<file path="config.mk">
export PLATFORM = sky130hd
export DESIGN_NAME = bit_serial_add_sub
export DESIGN_NICKNAME = d
export VERILOG_FILES = /design/src/rtl/bit_serial_add_sub.sv
export SDC_FILE = /design/constraint.sdc
export NUM_CORES = 1
export LEC_CHECK = 0
export CORE_UTILIZATION = 50
export DETAILED_ROUTE_END_ITERATION = 7
export PLACE_DENSITY_LB_ADDON = 0.1
export SLEW_MARGIN = 20
export SYNTH_ARGS = -nofsm -noshare
export SYNTH_HDL_FRONTEND = slang
export SYNTH_SLANG_ARGS = --single-unit
</file>
<file path="constraint.sdc">
create_clock -name clk -period 4.34 [get_ports clk]
set_clock_uncertainty 0.15 [all_clocks]
set_input_delay 0.868 -clock clk [delete_from_list [all_inputs] [get_ports clk]]
set_output_delay 0.868 -clock clk [all_outputs]
set_load 0.05 [all_outputs]
</file>
<file path="src/rtl/bit_serial_add_sub.sv">
// Bit-serial adder/subtractor: one full-adder slice processes one operand bit per
// clock, LSB first, with the carry held in a flip-flop between bits.
module bit_serial_add_sub #(
  parameter int WIDTH = 8
) (
  input  logic             clk,
  input  logic             rst_n,
  input  logic             start,
  input  logic             sub,
  input  logic [WIDTH-1:0] a,
  input  logic [WIDTH-1:0] b,
  output logic             busy,
  output logic             done,
  output logic [WIDTH-1:0] result,
  output logic             carry_out,
  output logic             overflow
);

  localparam int CNT_W = (WIDTH > 2) ? $clog2(WIDTH) : 1;
  localparam logic [CNT_W-1:0] LAST_BIT = CNT_W'(WIDTH - 1);

  typedef enum logic [1:0] {
    IDLE  = 2'd0,
    SHIFT = 2'd1,
    DONE  = 2'd2
  } state_t;

  state_t           state;
  state_t           state_next;
  logic [WIDTH-1:0] op_a;
  logic [WIDTH-1:0] op_b;
  logic             carry;
  logic [CNT_W-1:0] count;
  logic             sum_bit;
  logic             carry_next;

  assign sum_bit    = op_a[0] ^ op_b[0] ^ carry;
  assign carry_next = (op_a[0] & op_b[0]) | (op_a[0] & carry) | (op_b[0] & carry);

  always_ff @(posedge clk) begin
    if (!rst_n) begin
      state <= IDLE;
    end else begin
      state <= state_next;
    end
  end

  always_comb begin
    state_next = state;
    busy       = 1'b0;
    done       = 1'b0;
    case (state)
      IDLE: begin
        if (start) begin
          state_next = SHIFT;
        end
      end
      SHIFT: begin
        busy = 1'b1;
        if (count == LAST_BIT) begin
          state_next = DONE;
        end
      end
      DONE: begin
        done       = 1'b1;
        state_next = IDLE;
      end
      default: begin
        state_next = IDLE;
      end
    endcase
  end

  // Subtraction is A + ~B + 1: B is inverted at load and the +1 enters as the initial carry.
  always_ff @(posedge clk) begin
    if (!rst_n) begin
      op_a      <= '0;
      op_b      <= '0;
      carry     <= 1'b0;
      count     <= '0;
      result    <= '0;
      carry_out <= 1'b0;
      overflow  <= 1'b0;
    end else begin
      case (state)
        IDLE: begin
          if (start) begin
            op_a  <= a;
            op_b  <= sub ? ~b : b;
            carry <= sub;
            count <= '0;
          end
        end
        SHIFT: begin
          result <= {sum_bit, result[WIDTH-1:1]};
          carry  <= carry_next;
          op_a   <= op_a >> 1;
          op_b   <= op_b >> 1;
          count  <= count + 1'b1;
          // The MSB slice: its carry-in versus carry-out gives signed overflow.
          if (count == LAST_BIT) begin
            carry_out <= carry_next;
            overflow  <= carry ^ carry_next;
          end
        end
        default: begin
        end
      endcase
    end
  end

endmodule

</file>
==> metrics.cfg <==
[status]
status = finished, final reports clean

[routing]
drc = 0
wl_microns = 2916
num_vias = 1229
firstDrtPassIters = 4
wl_per_cell_microns = 13.25
vias_per_cell = 5.586
ant_nets = 0
drtIter0Drc = 27

[clocking]
postCtsSetupBuffers = 0
cts_buffers = 5
worstSkewPairLatency_ps = 330
cts.sinks = 32
clock_path_buffers = 2
cts_tree = done
htreeDepth = 2
clkTransAtPathRegs_ps = 90
hold_buffers = 0
cts_resized = 0
ctsRootBufferMaster = clkbuf_4

[sta]
relSlewSlack_pct = 47.01
fin_crit_ps = 3536
fmax_mhz = 282.8
setup_tns_ps = 0
tightest_slew_ps = 794.8
rsz0062_at_grt = no
setup-violations-final = 0
final_max_slew_viol_count = 0
hold_violations = 0
fin_crit_sh_pct = 81.48

[global_route]
grt_first_pass_wirelength_microns = 4954
grt_max_degree = 25
antenna_found_initial = 0
grt_pass1_vias = 1171
track_usage_pct = 20.07
grt_overflow = 0

[power_and_ir_drop]
p_leak_nw = 0.6422
vdd_drop_max_mv = 0.2532
pwr_density_cell_nw_per_um2 = 330.3

[critical_path]
critical_path_class = reg -> out
worst_setup_path_end_kind = output pin
critPathLaunchType = register
worstPathMaxFanout = 22
reg2reg_depth = 4
r2r_slack_ps = 2290
arrival_ps = 2520
reg2reg_from = state[1]
reg2reg_to = op_b[1]
worstPathRequired_ps = 3320

[finish]
antenna-diode-count = 0
multiInputGateArea_sq_um = 714.4
final_common_cell = dfxtp_1
n_fill_cell = 255
nNetsFinal = 212
final_cell_mix = dfxtp_1 (32), clkdlybuf4s50_1 (31), nand2_1 (25), a21oi_1 (18), a22oi_1 (10)
drive_gt1_share_pct = 7.407
seq_area_sq_um = 640.6
area.growth.synth_to_final_pct = 22.00
finalInstanceArea_sq_um = 1797

[placed_design]
io_buffers = 31
hpwl_microns = 2028
place_congestion = 0.7222
dpl_cell_area_sq_um = 1732

[die]
chipHeight_microns = 56.27
io_pins = 32
die_area_sq_um = 3166
start_util_pct = 52.95
coreArea_sq_um = 2781
rows = 19
dieWidth_microns = 56.27

[synth]
synth_cell_types = 34
synth_warnings = 0
ys_seq_elements = 32
synth_area_per_cell_sq_um = 9.091
yosysSeqAreaShare_pct = 43.50
syn_nets = 185
syn_area_sq_um = 1473
syn-instance-count = 162

[worst_hold_path]
hold_class = reg -> reg
holdPathStages = 2
worstHoldStart = result[0]
worstHoldEndpoint = result[0]

[job]
maxCapViolations = 0

==> final cells by class <==
cell class | count | area share, %
flip-flops and latches | 32 | 35.65
inverters | 6 | 1.532
multi-input cells | 113 | 39.76
well taps | 31 | 2.159
clock buffers | 7 | 3.621
repair buffers | 31 | 17.27
==> critical path: stages, from the launching register on <==
cell and delay (ps):
dfxtp_1 430, nand2b_1 560, inv_6 340, clkdlybuf4s50_1 840
==> flip-flops by register name, indices dropped and copies added, names as in the netlist <==
name,count
op_a,8
op_b,8
result,8
count,3
state,2
carry,1
carry_out,1
overflow,1
==> power breakdown <==
part           switching, mW  internal [mW]  total (mW)  leakage [nW]
combinational         0.0461         0.0406      0.0867         0.343
sequential            0.0126          0.309       0.322         0.262
clock                 0.0932         0.0917       0.185        0.0374
total                  0.152          0.441       0.593         0.642
==> per-stage QoR <==
stage | utilization, % | hold slack (ps) | setup WS, ps | cells | total power, mW
after detailed placement | 62.26 | 311.9 | 1162 | 213 | 0.4148
after global placement | 62.26 | 299.5 | 1231 | 213 | 0.4116
after global routing | 64.60 | 341.9 | 689.9 | 220 | 0.6223
after CTS | 64.60 | 324.5 | 802.9 | 220 | 0.5992
after floorplan | - | 312.2 | 1971 | 162 | 0.3890
final | 64.60 | 321.7 | 803.6 | 220 | 0.5934
==> cells by family (layout without fill, tap and decap cells) <==
kind of cell	Yosys count	in the layout	share of synthesized area, %
simple gates	42	42	13.85
mux	2	2	1.359
fa+ha+maj	3	3	3.058
flops	32	32	43.50
xor+xnor	9	9	5.353
compound gates	57	57	24.89
buf+inv	17	44	7.986
==> routing by layer <==
| metal | up-vias | part of all wire (%) | track usage, % |
|---|---|---|---|
| met4 | 0 | 2.0 | 7.666 |
| met1 | 555 | 46 | 23.89 |
| met5 | - | 0 | 0 |
| li1 | 637 | - | - |
| met3 | 8 | 4.1 | 6.912 |
| met2 | 29 | 48 | 33.33 |
==> worst max-delay path by stage <==
stage | from | end | slack (ps) | cells after the start
floorplan | state[1] | done | 1970 | 3
global placement | state[1] | busy | 1230 | 3
detailed placement | state[1] | busy | 1160 | 3
CTS | state[1] | busy | 800 | 3
global route | state[1] | busy | 690 | 3
finish | state[1] | busy | 800 | 3
==> Yosys cell counts, drive strengths merged <==
cell	count	area, sq um
dfxtp	32	640.6
nand2	25	93.84
a21oi	18	90.09
o21ai	14	70.07
a22oi	10	75.07
buf	8	68.81
o221ai	8	70.07
xor2	8	70.07
or3b	5	43.80
inv	4	20.02
nor2	4	15.01
clkbuf	3	21.27
o22ai	3	18.77
clkinv	2	7.510
ha	2	25.02
mux2i	2	20.02
nand2b	2	12.51
nand3	2	10.01
nor3	2	10.01
a221oi	1	8.760
a311oi	1	15.01
and4bb	1	12.51
fa	1	20.02
nor2b	1	6.260
o21bai	1	11.26
o31ai	1	7.510
xnor2	1	8.760
Power figures use the tool's default switching activity.
